### src/rtl/sense_seq_pkg.sv
// Shared types and the channel-search helper for the LED/photo-sense sequencer.
package sense_seq_pkg;

    localparam int MAX_CH   = 8;
    localparam int CH_IDX_W = 3;

    typedef enum logic [1:0] {
        IDLE   = 2'd0,
        SETTLE = 2'd1,
        SAMPLE = 2'd2,
        HOLD   = 2'd3
    } seq_state_t;

    typedef struct packed {
        logic                found;
        logic [CH_IDX_W-1:0] idx;
    } ch_pick_t;

    // Lowest set channel whose index is >= lo; found=0 when none remains.
    function automatic ch_pick_t next_set_ch(input logic [MAX_CH-1:0] mask,
                                             input logic [3:0]        lo);
        ch_pick_t pick;
        pick = '0;
        for (int i = MAX_CH - 1; i >= 0; i--) begin
            if (mask[i] && (i >= int'(lo))) begin
                pick.found = 1'b1;
                pick.idx   = CH_IDX_W'(i);
            end
        end
        return pick;
    endfunction

endpackage

### src/rtl/sync_chain.sv
// Multi-stage flop synchroniser for asynchronous comparator inputs.
module sync_chain #(
    parameter int WIDTH  = 1,
    parameter int STAGES = 2
) (
    input  logic             clk,
    input  logic             rst_n,
    input  logic [WIDTH-1:0] d,
    output logic [WIDTH-1:0] q
);

    logic [WIDTH-1:0] stage [STAGES];

    // NOTE: every stage of this small array is reset; it is a handful of flops,
    // not a RAM, and a known post-reset value keeps the first votes deterministic.
    always_ff @(posedge clk or negedge rst_n) begin
        if (!rst_n) begin
            for (int i = 0; i < STAGES; i++) begin
                stage[i] <= '0;
            end
        end else begin
            stage[0] <= d;
            for (int i = 1; i < STAGES; i++) begin
                stage[i] <= stage[i-1];
            end
        end
    end

    assign q = stage[STAGES-1];

endmodule

### src/rtl/sense_seq_ctrl.sv
// Per-sweep LED drive / settle / majority-vote sample / dead-time sequencer
// publishing an atomically updated result vector once per sweep.
module sense_seq_ctrl
    import sense_seq_pkg::*;
#(
    parameter int N_CH        = 4,
    parameter int CNT_W       = 8,
    parameter int DEB         = 3,
    parameter int SYNC_STAGES = 2
) (
    input  logic             clk,
    input  logic             rst_n,
    input  logic             ena,
    input  logic             start,
    input  logic             continuous,
    input  logic [N_CH-1:0]  ch_mask,
    input  logic [CNT_W-1:0] settle_cyc,
    input  logic [CNT_W-1:0] hold_cyc,
    input  logic [N_CH-1:0]  comp_in,
    output logic [N_CH-1:0]  led_en,
    output logic             sample_stb,
    output logic             busy,
    output logic [N_CH-1:0]  result,
    output logic             result_valid
);

    localparam int                VOTE_W      = $clog2(DEB + 1);
    localparam logic [VOTE_W-1:0] SAMPLE_LAST = VOTE_W'(DEB - 1);
    localparam logic [VOTE_W-1:0] MAJORITY    = VOTE_W'(DEB / 2);

    function automatic logic [N_CH-1:0] onehot(input logic [CH_IDX_W-1:0] idx);
        return N_CH'(1) << idx;
    endfunction

    function automatic logic [CNT_W-1:0] load_cnt(input logic [CNT_W-1:0] cycles);
        return (cycles == '0) ? '0 : cycles - CNT_W'(1);
    endfunction

    seq_state_t          state;
    logic [CH_IDX_W-1:0] ch_q;
    logic [N_CH-1:0]     mask_q;
    logic [CNT_W-1:0]    settle_q;
    logic [CNT_W-1:0]    hold_q;
    logic [CNT_W-1:0]    cnt_q;
    logic [VOTE_W-1:0]   samp_cnt_q;
    logic [VOTE_W-1:0]   ones_q;
    logic [N_CH-1:0]     shadow_q;
    logic [N_CH-1:0]     comp_sync;

    sync_chain #(
        .WIDTH  (N_CH),
        .STAGES (SYNC_STAGES)
    ) u_sync (
        .clk   (clk),
        .rst_n (rst_n),
        .d     (comp_in),
        .q     (comp_sync)
    );

    ch_pick_t            first_pick;
    ch_pick_t            next_pick;
    logic [N_CH-1:0]     ch_sel;
    logic                sample_last;
    logic [VOTE_W-1:0]   ones_total;
    logic [N_CH-1:0]     shadow_next;
    logic                go;
    seq_state_t          ent_state;
    logic [CH_IDX_W-1:0] ent_ch;
    logic [CNT_W-1:0]    ent_settle;
    logic                ent_relatch;
    logic                sweep_done;

    // NOTE: every variable gets a default at the top of this block so no path
    // leaves one unassigned and no latch is inferred.
    always_comb begin
        first_pick  = next_set_ch(MAX_CH'(ch_mask), 4'd0);
        next_pick   = next_set_ch(MAX_CH'(mask_q), 4'(ch_q) + 4'd1);
        ch_sel      = onehot(ch_q);
        sample_last = (state == SAMPLE) && (samp_cnt_q == SAMPLE_LAST);
        ones_total  = ones_q + VOTE_W'(|(comp_sync & ch_sel));
        shadow_next = shadow_q;
        if (sample_last) begin
            shadow_next = (shadow_q & ~ch_sel) | ((ones_total > MAJORITY) ? ch_sel : '0);
        end

        case (state)
            IDLE:    go = start && ena && first_pick.found;
            SAMPLE:  go = sample_last && (hold_q == '0);
            HOLD:    go = (cnt_q == '0);
            default: go = 1'b0;
        endcase

        // Where the sequencer lands when it enters a channel or finishes a sweep.
        ent_state   = IDLE;
        ent_ch      = ch_q;
        ent_settle  = settle_q;
        ent_relatch = 1'b0;
        sweep_done  = 1'b0;
        if (state == IDLE) begin
            ent_relatch = 1'b1;
            ent_ch      = first_pick.idx;
            ent_settle  = settle_cyc;
            ent_state   = (settle_cyc == '0) ? SAMPLE : SETTLE;
        end else if (next_pick.found) begin
            ent_ch    = next_pick.idx;
            ent_state = (settle_q == '0) ? SAMPLE : SETTLE;
        end else begin
            sweep_done = 1'b1;
            if (continuous && first_pick.found) begin
                ent_relatch = 1'b1;
                ent_ch      = first_pick.idx;
                ent_settle  = settle_cyc;
                ent_state   = (settle_cyc == '0) ? SAMPLE : SETTLE;
            end
        end
    end

    // NOTE: all state and outputs here use non-blocking assignments so every
    // flop samples the pre-edge values, independent of statement order.
    always_ff @(posedge clk or negedge rst_n) begin
        if (!rst_n) begin
            state        <= IDLE;
            ch_q         <= '0;
            mask_q       <= '0;
            settle_q     <= '0;
            hold_q       <= '0;
            cnt_q        <= '0;
            samp_cnt_q   <= '0;
            ones_q       <= '0;
            shadow_q     <= '0;
            led_en       <= '0;
            sample_stb   <= 1'b0;
            busy         <= 1'b0;
            result       <= '0;
            result_valid <= 1'b0;
        end else begin
            result_valid <= 1'b0;
            if ((state != IDLE) && !ena) begin
                state      <= IDLE;
                led_en     <= '0;
                sample_stb <= 1'b0;
                busy       <= 1'b0;
                shadow_q   <= '0;
            end else if (go) begin
                state      <= ent_state;
                ch_q       <= ent_ch;
                cnt_q      <= load_cnt(ent_settle);
                samp_cnt_q <= '0;
                ones_q     <= '0;
                led_en     <= (ent_state == IDLE) ? '0 : onehot(ent_ch);
                sample_stb <= (ent_state == SAMPLE);
                busy       <= (ent_state != IDLE);
                shadow_q   <= ent_relatch ? '0 : shadow_next;
                if (ent_relatch) begin
                    mask_q   <= ch_mask;
                    settle_q <= settle_cyc;
                    hold_q   <= hold_cyc;
                end
                if (sweep_done) begin
                    result       <= shadow_next & mask_q;
                    result_valid <= 1'b1;
                end
            end else begin
                case (state)
                    SETTLE: begin
                        if (cnt_q == '0) begin
                            state      <= SAMPLE;
                            sample_stb <= 1'b1;
                        end else begin
                            cnt_q <= cnt_q - CNT_W'(1);
                        end
                    end
                    SAMPLE: begin
                        ones_q   <= ones_total;
                        shadow_q <= shadow_next;
                        if (sample_last) begin
                            // A zero hold would have taken the go path above.
                            state      <= HOLD;
                            cnt_q      <= load_cnt(hold_q);
                            led_en     <= '0;
                            sample_stb <= 1'b0;
                        end else begin
                            samp_cnt_q <= samp_cnt_q + VOTE_W'(1);
                        end
                    end
                    HOLD: begin
                        cnt_q <= cnt_q - CNT_W'(1);
                    end
                    default: ;
                endcase
            end
        end
    end

endmodule

### config.mk
export PLATFORM = sky130hd
export DESIGN_NAME = sense_seq_ctrl
export DESIGN_NICKNAME = d
export VERILOG_FILES = /design/src/rtl/sense_seq_pkg.sv /design/src/rtl/sync_chain.sv /design/src/rtl/sense_seq_ctrl.sv
export SDC_FILE = /design/constraint.sdc
export NUM_CORES = 1
export LEC_CHECK = 0
export ABC_AREA = 1
export BUFFER_PORTS_ARGS = -buffer_cell sky130_fd_sc_hd__buf_2
export CORE_ASPECT_RATIO = 0.7
export CORE_UTILIZATION = 53
export CTS_CLUSTER_SIZE = 8
export DETAILED_ROUTE_END_ITERATION = 7
export PLACE_DENSITY = 0.78
export SLEW_MARGIN = 10
export SYNTH_ARGS = -nofsm -noshare
export SYNTH_HDL_FRONTEND = slang
export SYNTH_SLANG_ARGS = --single-unit
### constraint.sdc
create_clock -name clk -period 2.35 [get_ports clk]
set_clock_uncertainty 0.1 [all_clocks]
set_input_delay 0.705 -clock clk [delete_from_list [all_inputs] [get_ports clk]]
set_output_delay 0.705 -clock clk [all_outputs]
set_load 0.02 [all_outputs]
After elaboration in Yosys (flattened, before gate mapping)

Index checks and enable logic that the tools add are counted.

Output and inout port bits: 11
Input port bits: 29
Logic and storage cells: 142
Register bits: 60

Add/sub/neg operators: 6
Shifts and indexed selects: 2
Reductions and logical operators: 35
Multiplexer cells: 62
Eq/ne operators: 10
$lt $le $gt $ge: 5
Bitwise gates (word level): 6

Operators with widths:

| cell                  | number |
|---|---|
| $mux W4               | 19 |
| $mux W8               | 8 |
| $logic_not A8 Y1      | 5 |
| $mux W2               | 14 |
| $pmux W8 S3           | 1 |
| $sub A8 B1 Y8 const B | 3 |
| $mux W1               | 14 |
| $and A4 B4 Y4         | 3 |
| $reduce_and A3 Y1     | 4 |
| $logic_and A1 B1 Y1   | 10 |
| $mux W3               | 3 |
| $eq A2 B2 Y1 const B  | 4 |
| $ge A1 B4 Y1 const A  | 2 |
| $ge A2 B4 Y1 const A  | 2 |
| $reduce_bool A2 Y1    | 4 |
| $reduce_bool A4 Y1    | 2 |
| $shl A1 B3 Y4 const A | 2 |
| $ne A3 B3 Y1 const B  | 2 |
| $reduce_and A2 Y1     | 3 |
| $reduce_bool A3 Y1    | 2 |
| $add A3 B1 Y4 const B | 1 |
| $logic_not A2 Y1      | 2 |
| $ne A4 B3 Y1 const B  | 1 |
| $ne A4 B4 Y1 const B  | 1 |
| other kinds (14)      | 14 |

Depth between registers and ports, before layout

Gate-level depths: netlist of run 1.

Word-level depth: 13
Gate-level depth with buffers: 18
Gate-level depth less buffers: 18

By module

Synthesis of run 1 repeated with hierarchy kept, for this count alone.

Cells, all modules: 483
Area total of the unflattened synthesis: 3717.3 um^2

By module, submodules not included:

| module         | instances | area each (um^2) | cells an instance |
|---|---|---|---|
| sense_seq_ctrl | 1         | 3487.1           | 471 |
| sync_chain     | 1         | 230.2            | 12 |

Worst setup path before layout of run 1

OpenSTA, ideal clock, no wires.

Path kind: register to register
From: register ch_q[0]
To: register cnt_q[5]
Data arrival time: 2.260 ns
Data required time: 2.132 ns
Stages on the path, launching flop included: 19
Buffers on the path: 1
Path slack: -0.128 ns
Cell sequence: dfrtp_1 > ha_1 > ha_1 > nand2_1 > inv_2 > o21ai_4 > nand2_4 > nand2_4 > buf_6 > nand3_1 > nand2_1 > ha_1 > inv_1 > nor2_1 > nand2_1 > nor2_2 > nor2_4 > a21oi_1 > nor2_1

Word-level cells in the longest chain between the ends: 12
Elaborated cells on any way between the ends: 19
Classes of those cells: add/sub: 2; order compare: 4; mux: 8; reduce/logical: 5

RTL lines:

| element                                                  | line                  | RTL |
|---|---|---|
| start: declaration                                       | sense_seq_ctrl.sv:40  | `logic [CH_IDX_W-1:0] ch_q;` |
| start signal: assignment                                 | sense_seq_ctrl.sv:146 | `ch_q <= ent_ch;` |
| $add A3 B1 Y4 *                                          | sense_seq_ctrl.sv:77  | `next_pick = next_set_ch(MAX_CH'(mask_q), 4'(ch_q) + 4'd1);` |
| $ge A2 B4 Y1                                             | sense_seq_pkg.sv:25   | `if (mask[i] && (i >= int'(lo))) begin` |
| $logic_and A1 B1 Y1                                      | sense_seq_pkg.sv:25   |  |
| $mux W4 (3 in series)                                    | sense_seq_pkg.sv:25   |  |
| $mux W4 *                                                | sense_seq_pkg.sv:25   |  |
| $mux W8 *                                                | sense_seq_ctrl.sv:104 | `end else if (next_pick.found) begin` |
| $mux W8 *                                                | sense_seq_ctrl.sv:99  | `if (state == IDLE) begin` |
| $sub A8 B1 Y8 / $logic_not A8 Y1 (equally long branches) | sense_seq_ctrl.sv:36  | `return (cycles == '0) ? '0 : cycles - CNT_W'(1);` |
| $mux W8 *                                                | sense_seq_ctrl.sv:36  |  |
| $mux W8 *                                                | sense_seq_ctrl.sv:144 | `end else if (go) begin` |
| end signal: assignment                                   | sense_seq_ctrl.sv:147 | `cnt_q <= load_cnt(ent_settle);` |
| end signal: assignment                                   | sense_seq_ctrl.sv:170 | `cnt_q <= cnt_q - CNT_W'(1);` |
| end signal: assignment                                   | sense_seq_ctrl.sv:179 | `cnt_q <= load_cnt(hold_q);` |
| end: declaration                                         | sense_seq_ctrl.sv:44  | `logic [CNT_W-1:0] cnt_q;` |

Mark *: on every way between the ends. The rest lies on a longest branch, timed or not.
A chain may end at the register's enable or synchronous reset.

Worst setup path in the final report of run 1

From: register ch_q[1]
To: register cnt_q[0]

The elaborated chain is that of the path after synthesis.

==> results of run 1 <==
[layout make-up]
cell class	instances	area (um2)	area share, %
Multi-Input combinational cell	336	2187	42.98
Timing Repair Buffer	109	782.0	15.37
Clock buffer	9	123.9	2.434
Tap cell	94	117.6	2.311
Inverter	69	274.0	5.385
Clock inverter	7	100.1	1.967
Sequential cell	60	1504	29.55
[cell usage in the layout, fill, tap and decap left out, types with 10 or more instances in the layout]
| cell type | n |
|---|---|
| nand2_4 | 10 |
| inv_1 | 56 |
| nand3_1 | 33 |
| o21ai_2 | 13 |
| nand2_2 | 14 |
| buf_4 | 62 |
| o21ai_1 | 11 |
| nand2_1 | 91 |
| dfrtp_1 | 58 |
| buf_2 | 39 |
| nor2_1 | 35 |
| o21ai_0 | 23 |
[stage by stage]
stage                     area [um2]  std cells
after detailed placement        4410        645
after CTS                       4818        673
final                           5089        684
after global routing            5089        684
after floorplan                 3802        474
after global placement          4410        645
[cell families (layout without fill, tap and decap cells)]
logic type | count (synthesis) | after routing | share of synthesized area [%]
AO/OA/AOI/OAI | 78 | 78 | 12.96
XOR/XNOR | 14 | 14 | 3.266
buffers and inverters | 78 | 194 | 9.164
flip-flops | 60 | 60 | 39.99
multiplexers | 2 | 2 | 0.5998
adder cells (fa/ha/maj) | 17 | 17 | 5.665
AND/OR/NAND/NOR | 225 | 225 | 28.36
[registers in the layout (all words and copies together) (netlist names), 3 cells and up]
signal / flops
cnt_q: 8
u_sync.stage: 4
shadow_q: 4
hold_q: 8
result: 4
mask_q: 4
u_sync.q: 4
settle_q: 8
ch_q: 3
led_en: 4
[worst reg2reg max path: stages, from the launching register on]
cell and delay (ns):
dfrtp_2 0.45, ha_4 0.18, ha_4 0.29, nand2_4 0.06, inv_4 0.07, o21ai_4 0.07, nand2_4 0.10, nand2_8 0.08
nand3_2 0.09, nand2_2 0.09, ha_4 0.17, inv_2 0.04, nor2_1 0.03, nand2_1 0.08, nor2_2 0.06, nor2_4 0.22
nand2_1 0.11, a21oi_1 0.14
[layer usage]
layer | wire length, um | share of wire (%)
met5 | 0 | 0
met4 | 312 | 2.8
met3 | 988 | 9.0
met2 | 5011 | 45
met1 | 4707 | 43
[where the power goes]
group | switching, W | total (W) | internal, W
clock network | 0.000459 | 0.00106 | 0.000601
registers | 0.000323 | 0.00177 | 0.00145
logic | 0.00300 | 0.00521 | 0.00221
total | 0.00378 | 0.00804 | 0.00426
[timing repair]
action	in CTS	in global routing
setup endpoints to repair	35	43
gates resized for setup	25	50
buffers inserted	11	11
pin swaps	13	32
cloned	1	1
[how the worst max path moves through the flow]
stage	end	slack [ns]	cells after the start
floorplan	cnt_q[5]	-0.05	18
detailed placement	cnt_q[4]	-0.28	16
global route	cnt_q[0]	-0.26	17
global placement	cnt_q[4]	-0.19	16
finish	cnt_q[0]	-0.16	17
CTS	cnt_q[4]	-0.08	16
==> results_dict.tcl, run 1 <==
set metrics [dict create \
    status "finished with violations" \
    violations "negative setup slack" \
    grt_util_met1_pct 39.02 \
    pre_cts_slack_ns -0.2841 \
    htree_levels 3 \
    synth.most_common_cell "nand2_1" \
    diodes 0 \
    routabilityCongestion 0.9297 \
    pin_count 40 \
    ys_seq_area_share_pct 39.99 \
    vias 3775 \
    crit_fanout 8 \
    crit_path_end_kind "flip-flop" \
    min_period_ns 2.514 \
    leakagePower_nw 2.493 \
    tightest_slew_ns 0.4067 \
    synthesis.nets 520 \
    peakVddDrop_v 0.0008273 \
    port_buffers 39 \
    drive_above_1_share_pct 37.63 \
    antenna_found_initial 0 \
    p_per_area_nw_per_um2 1580 \
    track_usage_pct 28.92 \
    finalPower_w 0.008040 \
    r2r_cells 17 \
    grt.met3_usage_pct 10.21 \
    first_iter_violations 341 \
    synthTopCellsByCount "nand2_1 (105), inv_1 (61), dfrtp_1 (60), nand3_1 (41), nor2_1 (40)" \
    synth_cells 474 \
    hold_class "input pin to async pin" \
    antenna_left 0 \
    top_usage_layer "met2" \
    yosysUniqueCellTypes 37 \
    cap_violations 0 \
    fill_cells 453 \
    synthArstFlopShare_pct 100.0 \
    grt_max_degree 61 \
    tns_ns -1.075 \
    timing.hold.ws_ns 0.2401 \
    cts_tree "done" \
    start_util_pct 55.32 \
    cp-start-kind "flip-flop" \
    cts_buffers 9 \
    wl_per_cell_um 16.11 \
    required_ns 2.52 \
    finalHoldViolCount 0 \
    crit_path_cell_trace "ha_4, ha_4, nand2_4, inv_4, o21ai_4, nand2_4, nand2_8, nand3_2, nand2_2, ha_4, inv_2, nor2_1, nand2_1, nor2_2, nor2_4, nand2_1, a21oi_1" \
    dieArea_um2 7430 \
    cts_hold_buf 0 \
    arrival_ns 2.69 \
    synth_edf_count 0 \
    r2r-end "cnt_q[0]" \
    crit_type "flip-flop to flip-flop" \
    synth.largest_area_cell "dfrtp_1" \
    worstSkewPairLatency_ns 0.36 \
    rr_startpoint "ch_q[1]" \
    syn-cell-area_um2 3755 \
    rrSetupSlack_ns -0.16 \
    relSlewSlack_pct 72.60 \
    area_growth_pct 35.52 \
    clkTransAtPathRegs_ns 0.08 \
    grt_pass1_vias 3369 \
    postLayoutCoreUtil_pct 74.97 \
    grt_use_met2_pct 42.89 \
    ys_ff_latch 60 \
    overflow 0 \
    dp_hpwl_mm 7.113 \
    ys_warn_count 0 \
    drt-vias-per-instance 5.519 \
    drtPass1Iterations 6 \
    synth_area_leaders "dfrtp_1 (40%), nand2_1 (10%), inv_1 (6.1%)" \
    rows 25 \
    grt_pass1_wl_mm 16.08 \
    setup_violations 10 \
    syn_avg_cell_area_um2 7.922 \
    cts_buffer_depth 2 \
    max_freq_ghz 0.3978 \
    slowest_delay_ns 0.45 \
    fp.dieH_um 72.42 \
    rsz0062_at_grt "true" \
    core_um2 6788 \
    crit_top_cell "ha_4" \
    cts_sinks 60 \
    slew_viol_final 0 \
    root_buffer "clkbuf_8" \
    cp_num_buf_inv 2 \
    die_x_um 102.6 \
    layout_setup_ws_ns -0.1641 \
    finalCritPeriodShare_pct 107.0 \
    cp_slowest_cell "dfrtp_2" \
    routed_wl_mm 11.02 \
    critPathLaunch "ch_q[1]" \
    synth_ff_type "dfrtp_1" \
    yosysTopAreaCellShare_pct 39.99 \
    drc 0 \
    final_nets 631 \
    cp_top_family "simple AND/OR/NAND/NOR gates" \
]
Note: power is estimated with default switching activity, not from simulation.
==> run 2: changes to the inputs <==
--- a/config.mk
+++ b/config.mk
@@ -5,7 +5,6 @@
 export SDC_FILE = /design/constraint.sdc
 export NUM_CORES = 1
 export LEC_CHECK = 0
-export ABC_AREA = 1
 export BUFFER_PORTS_ARGS = -buffer_cell sky130_fd_sc_hd__buf_2
 export CORE_ASPECT_RATIO = 0.7
 export CORE_UTILIZATION = 53
==> run 2 against run 1 <==
  * The run still ends with negative setup slack left
  * Non-clock buffer count is 59 higher
  * Utilization is 15 points higher
  * Sequential cell count unchanged
  * Critical path depth decreased by 4
  * Area after synthesis shrank 2.7%
  * Worst setup slack worse by 0.87 ns
  * Final cell count is 9.1% lower
  * Largest cell class unchanged
==> results_dict.tcl, run 2 <==
set metrics [dict create \
    slowest_delay_ns 0.40 \
    switchingPower_w 0.004433 \
    syn-cell-area_um2 3654 \
    tns_ns -19.18 \
    synth_simple_gate_area_share_pct 17.26 \
    final_cell_mix "buf_4 (96), dfrtp_1 (60), buf_2 (38)" \
    crit_type "flip-flop to flip-flop" \
    synth-adder-area-share_pct 5.822 \
    stdcell_count 622 \
    swShare_pct 47.12 \
    synthArstFlopShare_pct 100.0 \
    drc 0 \
    routabilityCongestion 0.9952 \
    relSlewSlack_pct 57.53 \
    wl_per_cell_um 30.95 \
    synth_area_leaders "dfrtp_1 (41%), mux2_4 (8.2%), ha_1 (5.8%)" \
    finalCritPeriodShare_pct 143.8 \
    r2r_cells 13 \
    antenna_left 0 \
    drive_above_1_share_pct 54.43 \
    hold_class "input pin to async pin" \
    pwr-share-seq_pct 18.9 \
    final_nets 574 \
    grt_pass1_wl_mm 21.96 \
    syn_avg_cell_area_um2 10.18 \
    power.share.combinational_pct 69.6 \
    layout_setup_ws_ns -1.030 \
    status "finished with violations" \
    die_x_um 101.2 \
    synth_ff_type "dfrtp_1" \
    crit_fanout 3 \
    synth.largest_area_cell "dfrtp_1" \
    fp.dieH_um 71.47 \
    grt_max_degree 61 \
    dieArea_um2 7235 \
    synthesis.nets 405 \
    final_common_cell "buf_4" \
    max_freq_ghz 0.2958 \
    cp_top_family "compound AO/OA/AOI/OAI gates" \
    ys_warn_count 0 \
    timing.hold.ws_ns 0.2250 \
    yosys.area_share.xor_xnor_pct 4.315 \
    cts_tree "done" \
    routed_wl_mm 19.25 \
    synth_top_family_by_area "simple AND/OR/NAND/NOR gates" \
    antenna_found_initial 0 \
    cp_slowest_cell "dfrtp_1" \
    rrSetupSlack_ns -1.03 \
    clkTransAtPathRegs_ns 0.08 \
    pin_count 40 \
    cp-start-kind "flip-flop" \
    p_int_w 0.004973 \
    synth.most_common_cell "dfrtp_1" \
    cap_violations 0 \
    worstSkewPairLatency_ns 0.37 \
    setup_violations 52 \
    yosysUniqueCellTypes 54 \
    start_util_pct 56.85 \
    top_regs "cnt_q x8, hold_q x8, settle_q x8" \
    synth_mux_area_share_pct 12.19 \
    first_iter_violations 1002 \
    dp_cells 565 \
    rsz0062_at_grt "true" \
    cts_buffer_depth 2 \
    drtPass1Iterations 8 \
    cts_sinks 60 \
    synth_cells 359 \
    rr_startpoint "ch_q[0]" \
    finalPower_w 0.009406 \
    cts_buffers 9 \
    yosysTopAreaCellShare_pct 41.10 \
    path_depth 13 \
    arrival_ns 3.57 \
    pwr-share-clk_pct 11.5 \
    r2r-end "cnt_q[4]" \
    crit_top_cell "ha_2" \
    violations "negative setup slack" \
    track_usage_pct 41.74 \
    port_buffers 39 \
    tightest_slew_ns 0.6363 \
    synthTopCellsByCount "dfrtp_1 (60), nor2_1 (31), nand2_1 (23), o21ai_0 (23), mux2_4 (20)" \
    crit_path_end_kind "flip-flop" \
    root_buffer "clkbuf_8" \
    vias 4644 \
    cp_num_buf_inv 1 \
    ys_seq_area_share_pct 41.10 \
    p_per_area_nw_per_um2 1635 \
    synth_edf_count 0 \
    grt_pass1_vias 3947 \
    overflow 0 \
    required_ns 2.54 \
    rows 24 \
    slew_viol_final 0 \
    htree_levels 3 \
    leakagePower_nw 2.601 \
    crit_path_cell_trace "ha_2, ha_4, and2_4, o21ai_4, a41o_4, mux2i_2, ha_2, inv_2, or3_4, xor2_1, mux2i_1, o211ai_1, a21oi_1" \
    diodes 0 \
    area_growth_pct 57.43 \
    finalHoldViolCount 0 \
    min_period_ns 3.380 \
    peakVddDrop_v 0.001011 \
    ys_ff_latch 60 \
    drt-vias-per-instance 7.466 \
    core_um2 6426 \
    synth_compound_area_share_pct 15.55 \
    dp_hpwl_mm 7.407 \
]
run 2: logic make-up after synthesis:
logic type	count (synthesis)
buffers and inverters	28
AOI/OAI and AO/OA	86
and+or+nand+nor	117
xor gates and xnor gates	18
muxes	33
adders and majority gates	17
DFF	60
run 2: cell type report:
type,count,area (um2)
Multi-Input combinational cell,272,2492
Sequential cell,60,1501
Timing Repair Buffer,168,1361
Fill cell,222,674.4
Clock buffer,13,178.9
Tap cell,91,113.9
Inverter,17,73.82
Clock inverter,1,30.03
run 2: power by group through the flow:
stage	Clock (W)	Combinational (W)	Sequential, W
2_1_floorplan	0	0.00232	0.00173
3_3_place_gp	0	0.00382	0.00165
3_5_place_dp	0	0.00394	0.00167
4_1_cts	0.00101	0.00479	0.00166
5_1_grt	0.00110	0.00663	0.00178
6_report	0.00108	0.00654	0.00178
run 2: metal layers:
metal  vias to the layer above  global-route usage (%)  wire (um)
li1                       1643                       -          -
met1                      2112                   56.01       6422
met2                       626                   60.92       7704
met3                       263                   13.66       3213
met4                         0                   21.10       1908
met5                         -                       0          0
run 2: worst max path at each step:
| stage | from | to | slack, ns |
|---|---|---|---|
| 2_1_floorplan | ch_mask[3] | cnt_q[4] | -0.88 |
| 3_3_place_gp | ch_mask[3] | cnt_q[4] | -0.82 |
| 3_5_place_dp | ch_mask[3] | cnt_q[4] | -0.92 |
| 4_1_cts | ch_q[0] | cnt_q[4] | -0.56 |
| 5_1_grt | ch_q[0] | cnt_q[4] | -1.09 |
| 6_report | ch_q[0] | cnt_q[4] | -1.03 |
run 2: worst register-to-register path, cell delays in order, from the launching register on:
cell and delay, ns:
dfrtp_1 0.40, ha_2 0.22, ha_4 0.23, and2_4 0.16
o21ai_4 0.19, a41o_4 0.29, mux2i_2 0.30, ha_2 0.26
inv_2 0.05, or3_4 0.33, xor2_1 0.16, mux2i_1 0.27
o211ai_1 0.15, a21oi_1 0.19
run 2: timing repair:
action	in CTS	in global routing
resized for setup	61	84
setup endpoints to repair	46	52
buffers inserted	24	27
pin swaps	24	41
hold buffers	0	0
gates cloned	2	0
run 2: stage by stage:
stage | cell area [um2] | worst slack, ns | util [%]
final | 5752 | -1.030 | 89.51
after global routing | 5752 | -1.086 | 89.51
after CTS | 5263 | -0.5642 | 81.89
after detailed placement | 4574 | -0.9169 | 71.18
after global placement | 4574 | -0.8171 | 71.18
after floorplan | 3681 | -0.8823 | -
==> run 3: changes to the inputs <==
--- a/config.mk
+++ b/config.mk
@@ -11,7 +11,7 @@
 export CTS_CLUSTER_SIZE = 8
 export DETAILED_ROUTE_END_ITERATION = 7
 export PLACE_DENSITY = 0.78
-export SLEW_MARGIN = 10
+export SLEW_MARGIN = 20
 export SYNTH_ARGS = -nofsm -noshare
 export SYNTH_HDL_FRONTEND = slang
 export SYNTH_SLANG_ARGS = --single-unit
==> constraint.sdc (replaced) <==
create_clock -name clk -period 3 [get_ports clk]
set_clock_uncertainty 0.1 [all_clocks]
set_input_delay 0.9 -clock clk [delete_from_list [all_inputs] [get_ports clk]]
set_output_delay 0.9 -clock clk [all_outputs]
set_load 0.02 [all_outputs]
==> run 3 against run 2 <==
  * Highest routed layer unchanged
  * The run still ends with negative setup slack left
  * Wire length shrank 50%
  * Sequential share of layout area up 7.5 points
  * Hold slack improved by 0.026 ns
  * Total power down 47%
  * Worst setup slack gained 0.96 ns
  * Global-route usage decreased by 13 points
  * Die area unchanged
  * Sequential cell count stayed put
  * Clock power is 24% lower
  * Largest power group unchanged
  * Non-clock buffer count decreased by 92
==> results_dict.tcl, run 3 (synthesis results as in run 2) <==
set metrics [dict create \
    status "finished with violations" \
    violations "negative setup slack" \
    routed_wl_mm 9.590 \
    die_x_um 101.2 \
    postLayoutCoreUtil_pct 69.61 \
    drive_above_1_share_pct 32.50 \
    max_freq_ghz 0.3257 \
    start_util_pct 56.85 \
    rsz0062_at_grt "true" \
    min_period_ns 3.071 \
    leakagePower_nw 2.049 \
    relSlewSlack_pct 43.89 \
    cts_tree "done" \
    drtPass1Iterations 5 \
    crit_type "input pin to flip-flop" \
    layout_setup_ws_ns -0.07059 \
    vias 3202 \
    final_nets 481 \
    finalCritPeriodShare_pct 102.4 \
    first_iter_violations 326 \
    crit_path_end_kind "flip-flop" \
    antenna_left 0 \
    grt_max_degree 39 \
    core_um2 6426 \
    pin_count 40 \
    cts_sinks 60 \
    area_growth_pct 22.43 \
    cp-start-kind "input pin" \
    crit_fanout 4 \
    hold_class "flip-flop to flip-flop" \
    dp_cells 512 \
    slew_viol_final 0 \
    finalHoldViolCount 0 \
    htree_levels 3 \
    grt_pass1_wl_mm 15.53 \
    overflow 0 \
    fp.dieH_um 71.47 \
    cap_violations 0 \
    final_common_cell "dfrtp_1" \
    required_ns 3.18 \
    p_per_area_nw_per_um2 1110 \
    clkTransAtPathRegs_ns 0.07 \
    worstSkewPairLatency_ns 0.35 \
    fill_cells 485 \
    track_usage_pct 28.91 \
    wl_per_cell_um 18.06 \
    root_buffer "clkbuf_8" \
    final_cell_mix "dfrtp_1 (60), buf_2 (38), buf_4 (35)" \
    port_buffers 39 \
    stdcell_count 531 \
    drt-vias-per-instance 6.030 \
    cts_buffer_depth 2 \
    grt_pass1_vias 3033 \
    antenna_found_initial 0 \
    arrival_ns 3.25 \
    cts_buffers 9 \
    peakVddDrop_v 0.0006642 \
    dp_hpwl_mm 6.881 \
    rows 24 \
    dieArea_um2 7235 \
    setup_violations 1 \
    diodes 0 \
    top_regs "cnt_q x8, hold_q x8, settle_q x8" \
    tightest_slew_ns 0.8416 \
    routabilityCongestion 0.9558 \
    drc 0 \
]
run 3: cell count changes in the layout (fill, tap and decap cells not counted), moves of 7 or more:
cell and change:
buf_4 -61, buf_6 -24, o21ai_0 +11, o21ai_1 -9, ha_1 +8, nor2_1 +8, nor2_4 -7
run 3: report_power, final:
part           leakage (nW)  internal, W  switching [W]
sequential            0.757      0.00109       0.000352
combinational          1.19      0.00127        0.00144
clock                 0.107     0.000490       0.000331
run 3: cell type report:
type                    instances  area, um2  area share, %
inverters                      17      63.81          1.427
clock buffers                  12      145.1          3.245
flip-flops and latches         60       1501          33.57
multi-input cells             271       2081          46.52
clock inverters                 4      72.57          1.622
well taps                      91      113.9          2.545
repair buffers                 76      495.5          11.08
run 3: per-layer routing:
| metal | routed length (um) | up-vias | track usage, % |
|---|---|---|---|
| met1 | 4362 | 1524 | 43.69 |
| met5 | 0 | - | 0 |
| met2 | 4249 | 198 | 40.67 |
| li1 | - | 1460 | - |
| met3 | 848 | 20 | 6.829 |
| met4 | 130 | 0 | 9.823 |
run 3: what timing repair did:
action,CTS,global route
hold buffers,0,0
pin swaps,1,7
resized for setup,6,10
cloned,0,0
setup buffers,1,2
setup endpoints to repair,2,2
run 3: stage by stage:
stage	cell area (um2)	TNS [ns]	hold slack (ns)	worst slack, ns	power [W]
floorplan	3660	-0.5829	0.2312	-0.4308	0.003149
global placement	4163	-1.172	0.2325	-0.3793	0.003775
detailed placement	4163	-2.009	0.2358	-0.4994	0.003889
CTS	4412	-0.06541	0.2522	-0.06541	0.004779
global route	4473	-0.3533	0.2624	-0.1911	0.005265
finish	4473	-0.07059	0.2508	-0.07059	0.004967
run 3: worst max-delay path, cell delays in order:
cell      delay (ns)
buf_6           0.09
or4_4           0.52
and2_4          0.16
a41o_4          0.28
mux2i_4         0.19
ha_2            0.21
inv_2           0.04
or3_1           0.31
xor2_1          0.15
mux2i_1         0.14
o211ai_1        0.10
a21oi_1         0.15
run 3: worst paths after layout:
path                       slack (ns)           to       startpoint  depth (start not counted)
hold / removal                   0.25  u_sync.q[0]  u_sync.stage[4]                          0
setup / recovery                -0.07     cnt_q[4]       ch_mask[3]                         12
setup reg to reg                -0.06     cnt_q[4]          ch_q[1]                         14
min in group asynchronous        0.55  settle_q[7]            rst_n                          1
max in group asynchronous        1.55   sample_stb            rst_n                          2
hold reg to reg                  0.25  u_sync.q[0]  u_sync.stage[4]                          0
